<file path="src/rtl/booth_div_pkg.sv">
// Shared types and sizing helpers for the booth_div signed divider.
package booth_div_pkg;

  typedef enum logic [1:0] {
    IDLE = 2'd0,
    CALC = 2'd1,
    FIX  = 2'd2,
    DONE = 2'd3
  } state_e;

  function automatic int div_latency(input int d_in);
    return 2 * d_in + 2;
  endfunction

  function automatic int div_cnt_w(input int d_in);
    return $clog2(2 * d_in);
  endfunction

endpackage

</file>
<file path="src/rtl/booth_div_sign.sv">
// Magnitude and sign-restore unit for booth_div: operand abs values, signed Q/R, overflow.
// With BOOTH_DIV_SAT_EN defined, an overflowing quotient saturates instead of wrapping.
module booth_div_sign
  import booth_div_pkg::*;
#(
  parameter int D_IN = 8
) (
  input  logic [2*D_IN-1:0] i_n,
  input  logic [D_IN-1:0]   i_d,
  input  logic [2*D_IN-1:0] i_q_mag,
  input  logic [D_IN-1:0]   i_r_mag,
  input  logic              i_q_neg,
  input  logic              i_r_neg,
  output logic [2*D_IN-1:0] o_n_mag,
  output logic [D_IN:0]     o_d_mag,
  output logic [D_IN-1:0]   o_q,
  output logic [D_IN-1:0]   o_r,
  output logic              o_ovf
);
  localparam int NW = 2 * D_IN;
  localparam logic [D_IN-1:0] Q_MAX = {1'b0, {(D_IN-1){1'b1}}};
  localparam logic [D_IN-1:0] Q_MIN = {1'b1, {(D_IN-1){1'b0}}};

  logic [D_IN:0]        w_d_ext;
  logic [NW:0]          w_q_ext;
  logic [NW:0]          w_q_s;
  logic [NW-D_IN+1:0]   w_q_hi;

  // |N| <= 2^(NW-1) always fits the unsigned NW-bit result, so the most negative N cannot wrap
  assign o_n_mag = i_n[NW-1] ? (~i_n + {{(NW-1){1'b0}}, 1'b1}) : i_n;
  assign w_d_ext = {i_d[D_IN-1], i_d};
  assign o_d_mag = i_d[D_IN-1] ? (~w_d_ext + {{D_IN{1'b0}}, 1'b1}) : w_d_ext;

  assign w_q_ext = {1'b0, i_q_mag};
  assign w_q_s   = i_q_neg ? (~w_q_ext + {{NW{1'b0}}, 1'b1}) : w_q_ext;
  assign w_q_hi  = w_q_s[NW:D_IN-1];
  assign o_ovf   = ~((&w_q_hi) | (~|w_q_hi));

`ifdef BOOTH_DIV_SAT_EN
  assign o_q = o_ovf ? (i_q_neg ? Q_MIN : Q_MAX) : w_q_s[D_IN-1:0];
`else
  assign o_q = w_q_s[D_IN-1:0];
`endif

  assign o_r = i_r_neg ? (~i_r_mag + {{(D_IN-1){1'b0}}, 1'b1}) : i_r_mag;

endmodule

</file>
<file path="src/rtl/booth_div.sv">
// booth_div: sequential signed restoring divider, 2*D_IN-bit dividend by D_IN-bit divisor.
// Optional macro BOOTH_DIV_SAT_EN (in booth_div_sign) saturates Q on overflow.
module booth_div
  import booth_div_pkg::*;
#(
  parameter int D_IN = 8
) (
  input  logic                clk,
  input  logic                rst_n,
  input  logic                start,
  input  logic [2*D_IN-1:0]   N,
  input  logic [D_IN-1:0]     D,
  output logic                busy,
  output logic                done,
  output logic [D_IN-1:0]     Q,
  output logic [D_IN-1:0]     R,
  output logic                ovf,
  output logic                div_zero
);
  localparam int NW = 2 * D_IN;
  localparam int CW = div_cnt_w(D_IN);
  localparam logic [D_IN-1:0] Q_MAX = {1'b0, {(D_IN-1){1'b1}}};
  localparam logic [D_IN-1:0] Q_MIN = {1'b1, {(D_IN-1){1'b0}}};

  state_e            r_state;
  state_e            w_next;
  logic              w_load;
  logic [CW-1:0]     r_cnt;
  logic [NW-1:0]     r_q;
  logic [D_IN:0]     r_rem;
  logic [D_IN:0]     r_d_mag;
  logic              r_q_neg;
  logic              r_n_neg;
  logic              r_dz;
  logic              r_busy;
  logic              r_done;
  logic [D_IN-1:0]   r_quo;
  logic [D_IN-1:0]   r_rmd;
  logic              r_ovf;
  logic              r_div_zero;
  logic [NW-1:0]     w_n_mag;
  logic [D_IN:0]     w_d_mag;
  logic [D_IN-1:0]   w_q;
  logic [D_IN-1:0]   w_r;
  logic              w_ovf;
  logic [D_IN+1:0]   w_shift;
  logic [D_IN+1:0]   w_trial;

  booth_div_sign #(.D_IN(D_IN)) u_sign (
    .i_n     (N),
    .i_d     (D),
    .i_q_mag (r_q),
    .i_r_mag (r_rem[D_IN-1:0]),
    .i_q_neg (r_q_neg),
    .i_r_neg (r_n_neg),
    .o_n_mag (w_n_mag),
    .o_d_mag (w_d_mag),
    .o_q     (w_q),
    .o_r     (w_r),
    .o_ovf   (w_ovf)
  );

  // one restoring step: shift in the next dividend bit, trial-subtract |D|
  assign w_shift = {r_rem, r_q[NW-1]};
  assign w_trial = w_shift - {1'b0, r_d_mag};

  always_ff @(posedge clk or negedge rst_n) begin
    if (!rst_n) r_state <= IDLE;
    else        r_state <= w_next;
  end

  always_comb begin
    w_next = r_state;
    w_load = 1'b0;
    case (r_state)
      IDLE, DONE: begin
        if (start) begin
          w_next = CALC;
          w_load = 1'b1;
        end else begin
          w_next = IDLE;
        end
      end
      CALC: begin
        if (r_cnt == {CW{1'b0}}) w_next = FIX;
        else                     w_next = CALC;
      end
      FIX:     w_next = DONE;
      default: w_next = IDLE;
    endcase
  end

  // done is registered off DONE so the pulse lands 2*D_IN+2 cycles after the accepting edge
  always_ff @(posedge clk or negedge rst_n) begin
    if (!rst_n) begin
      r_cnt      <= {CW{1'b0}};
      r_q        <= {NW{1'b0}};
      r_rem      <= {(D_IN+1){1'b0}};
      r_d_mag    <= {(D_IN+1){1'b0}};
      r_q_neg    <= 1'b0;
      r_n_neg    <= 1'b0;
      r_dz       <= 1'b0;
      r_busy     <= 1'b0;
      r_done     <= 1'b0;
      r_quo      <= {D_IN{1'b0}};
      r_rmd      <= {D_IN{1'b0}};
      r_ovf      <= 1'b0;
      r_div_zero <= 1'b0;
    end else begin
      r_busy <= (w_next == CALC) || (w_next == FIX);
      r_done <= (r_state == DONE);
      if (w_load) begin
        r_q     <= w_n_mag;
        r_d_mag <= w_d_mag;
        r_rem   <= {(D_IN+1){1'b0}};
        r_cnt   <= CW'(NW - 1);
        r_q_neg <= N[NW-1] ^ D[D_IN-1];
        r_n_neg <= N[NW-1];
        r_dz    <= (D == {D_IN{1'b0}});
      end else if (r_state == CALC) begin
        r_q   <= {r_q[NW-2:0], ~w_trial[D_IN+1]};
        r_rem <= w_trial[D_IN+1] ? w_shift[D_IN:0] : w_trial[D_IN:0];
        r_cnt <= r_cnt - CW'(1'b1);
      end else if (r_state == FIX) begin
        r_div_zero <= r_dz;
        if (r_dz) begin
          r_quo <= r_n_neg ? Q_MIN : Q_MAX;
          r_rmd <= {D_IN{1'b0}};
          r_ovf <= 1'b0;
        end else begin
          r_quo <= w_q;
          r_rmd <= w_r;
          r_ovf <= w_ovf;
        end
      end
    end
  end

  assign busy     = r_busy;
  assign done     = r_done;
  assign Q        = r_quo;
  assign R        = r_rmd;
  assign ovf      = r_ovf;
  assign div_zero = r_div_zero;

endmodule
</file>
<file path="config.mk">
export PLATFORM = sky130hd
export DESIGN_NAME = booth_div
export DESIGN_NICKNAME = d
export VERILOG_FILES = /design/src/rtl/booth_div_pkg.sv /design/src/rtl/booth_div_sign.sv /design/src/rtl/booth_div.sv
export SDC_FILE = /design/constraint.sdc
export NUM_CORES = 1
export LEC_CHECK = 0
export CORE_MARGIN = 1
export CORE_UTILIZATION = 55
export DETAILED_ROUTE_END_ITERATION = 10
export PLACE_DENSITY = 0.88
export SYNTH_ARGS = -nofsm -noshare
export SYNTH_HDL_FRONTEND = slang
export SYNTH_SLANG_ARGS = --single-unit
</file>
<file path="constraint.sdc">
create_clock -name clk -period 3 [get_ports clk]
set_clock_uncertainty 0.2 [all_clocks]
set_input_delay 0.6 -clock clk [delete_from_list [all_inputs] [get_ports clk]]
set_output_delay 0.6 -clock clk [all_outputs]
set_load 0.05 [all_outputs]
</file>
==> impl_results.md <==
- Count of filler cells inserted in the layout: 629
- Path type of the worst setup path: reg -> reg
- Clock sink count: between 60 and 70
- Slew Limit Fails: 0
- Status: complete, no violations
- Number of library cell types mapped by synthesis: 53
- Ys Warns: 0
- Area of the multi-input gates: 0.00238 mm²
- Number of rows in the core area: 31
- Required time of the critical path: roughly 3 ns
- DR pass1 iterations: 5
- Share of async-settable or async-resettable flops after synthesis: 100%
- Layout area overhead: 15.9%
- Biggest fanout along the worst timing path: 4
- Reg-to-reg startpoint: r_q[15]
- DRT antenna net count: 0
- Via count of the routed design: 3617
- Main flop type after synthesis: dfrtp_1
- Sequential share of the synthesized area: ~37%
- Area share of the largest cell type after synthesis: 36.9%
- Full die area: 0.00812 mm²
- Setup_tns: 0 ns
- Height of the die: 90.1 µm
- Source-to-sink clock delay at the later pin of the worst-skew pair: 0.33 ns
- Setup slack of the most critical reg-to-reg path: 0.32 ns
- Number of resized instances in the post-cts repair step: 0
- Setup repair after global routing missed its margin: false
- Maximum vdd ir drop: 0.000426 V
- Power Dens Cells: 919 mW/mm²
- DRC marker count from the first detailed-route iteration: 246
- Worst Setup EP: r_rem[8]
- #FFs+latches synth: 63
- Critical path data arrival time: 2.71 ns
- Area of all placed cells without fillers: 0.00495 mm²
- Estimated wirelength of the detail-placed design: 6.96 mm
- R2R cell count: 10
- Period Utilization, post-route: 89.2%
- CTS clock-pin slew for the worst setup and hold paths: roughly 0.060 ns
- Slew headroom: 52.3%
- Detail-routed via count per cell: 5.73
- Core footprint: ~0.0074 mm²
- Effective utilization at floorplan: 57.9%
- Post-Place Cell Area: approximately 0.0048 mm²
- Post-CTS setup buffers: 0
- Routed length per instance: 14.4 µm
- Sum of routed wire length over all layers: roughly 9 mm
- Time the final worst path needs with I/O delays and setup: 2.68 ns
- Number of synthesized flops with an enable pin: 0
- Tightest Pin Transition: roughly 0.7 ns
- Number of buffers added by the clock tree synthesis step: 9
- Reg2Reg Capture Point: r_rem[8]
- Aggregate global-route resource usage: 23.8%
- Via count of the first global-routing pass: 3369
- Instance count of the mapped netlist: 497
- Crit. End Element: register
- Netlist Area Pre-Place: 0.00427 mm²
- Number of levels in the clock H-tree: 3
- Fmax: approximately 370 MHz
- Clock tree buffer depth: 2
- Number of buffers inserted by hold repair at cts: 0
- Final hold violation count: 0
- Overflow left after global routing: 0
- Maxcap violations: 0
- Wire length of the first global-routing pass: 15.6 mm
- Number of port buffers: 46
- Number of ports placed on the die boundary: 47
- Initial antenna violation count: 0
- Largest net degree at the start of global routing: 34
- Critical Path Source Type: register
- Pleak: 2.14 nW
- Path class of the lowest-slack min-delay path: in -> async
- Startpoint of the worst setup timing path: r_q[15]
- Commonest cells in the synthesized netlist: dfrtp_1 (63), nand2_1 (62), o21ai_0 (50)
- Number of antenna repair diodes: 0
- Area used by sequential logic in the layout: about 0.0016 mm²
- Root buffer cell: clkbuf_8
- Synth area leader: dfrtp_1
- Largest cells by area after synthesis: dfrtp_1 (37%), o21ai_0 (5.9%), xnor2_1 (5.5%), nand2_1 (5.5%), ha_1 (5.0%)
- Setup-failing EPs final: 0
- Number of DRC violations after detailed routing: 0
- Synthesized area divided by synthesized cell count: around 8.6 µm²
- Synthesized Nets: about 540
- Clock tree from TritonCTS: done
- Final net count: around 570
- Library cell with the highest instance count after synthesis: dfrtp_1
- Final estimated routing congestion in global placement: ~0.9
- DIE WIDTH: 90.1 µm
- Fraction of layout cells with a size suffix above 1: 6.39%
kinds of logic (layout without fill, tap and decap cells):
| logic type | count (synthesis) | count (layout) | share of synthesized area, % |
|---|---|---|---|
| and+or+nand+nor | 146 | 146 | 17.3 |
| adders and majority gates | 18 | 18 | 5.45 |
| buffers and inverters | 79 | 114 | 7.39 |
| DFF | 63 | 63 | 36.9 |
| xor gates and xnor gates | 46 | 46 | 9.44 |
| AOI/OAI and AO/OA | 121 | 121 | 17.8 |
| muxes | 24 | 24 | 5.72 |
cell usage in the layout (no fill, tap or decap), types with 5 or more instances in the layout:
cell type        instances
nand2_1                 62
ha_1                    17
inv_1                   44
nor2_1                  19
nor3_1                   8
buf_4                    9
o41ai_1                  7
dfrtp_1                 63
o21ai_0                 50
clkdlybuf4s50_1         45
xnor2_1                 27
or3_1                    6
o22ai_1                 10
nand4_1                  5
mux2i_1                 21
a21oi_1                 17
nand2b_1                 6
clkbuf_8                11
xor2_1                  19
o211ai_1                 6
nand3_1                  9
o31ai_1                  8
power by group:
group | internal (W) | leakage (nW) | total, W | switching (W)
logic | 0.00109 | 1.32 | 0.00241 | 0.00132
clock network | 0.000335 | 0.0854 | 0.000629 | 0.000294
registers | 0.00110 | 0.733 | 0.00151 | 0.000411
final cells by class:
class | count | share of cell area [%]
clock buffers | 13 | 3.21
clock inverters | 1 | 0.101
inverters | 44 | 3.34
multi-input cells | 355 | 48.0
flip-flops and latches | 63 | 31.9
well taps | 99 | 2.50
repair buffers | 56 | 11.0
metal layers:
metal	GRT usage (%)	vias up	wire, µm
met4	6.85	0	78
met2	39.4	82	4410
met1	31.7	1730	4280
met3	4.48	8	340
met5	0	-	0
li1	-	1797	-
worst max-delay path: stages, from the launching register on:
cell and delay, ns:
dfrtp_1 0.41, inv_1 0.11, ha_1 0.17, inv_1 0.06, fa_1 0.41, a21oi_1 0.23
o211ai_1 0.16, o41ai_1 0.33, xnor2_1 0.16, mux2i_1 0.09, a211oi_1 0.25
flip-flops by register name (all words and copies together) (netlist names):
signal / count
r_d_mag: 9
R: 8
div_zero: 1
busy: 1
r_q_neg: 1
r_state: 2
ovf: 1
r_q: 16
r_dz: 1
r_n_neg: 1
Q: 8
r_rem: 9
done: 1
r_cnt: 4
worst min-delay path by stage:
stage | end | cells after the start | slack, ns | start
floorplan | Q[0] | 0 | 0.10 | rst_n
CTS | r_cnt[2] | 1 | 0.13 | rst_n
detailed placement | r_d_mag[1] | 2 | 0.28 | r_d_mag[1]
finish | r_cnt[2] | 1 | 0.11 | rst_n
global route | R[4] | 1 | 0.15 | rst_n
global placement | r_d_mag[4] | 2 | 0.26 | r_d_mag[4]
through the flow:
| stage | instances | power [W] | hold slack (ns) | worst slack [ns] | util (%) |
|---|---|---|---|---|---|
| floorplan | 497 | 0.00336 | 0.104 | 0.387 | - |
| global placement | 617 | 0.00379 | 0.264 | 0.240 | 64.9 |
| finish | 631 | 0.00455 | 0.110 | 0.325 | 67.1 |
| detailed placement | 617 | 0.00391 | 0.282 | 0.223 | 64.9 |
| CTS | 631 | 0.00455 | 0.128 | 0.332 | 67.1 |
| global route | 631 | 0.00493 | 0.153 | 0.152 | 67.1 |
Power figures use the tool's default switching activity.
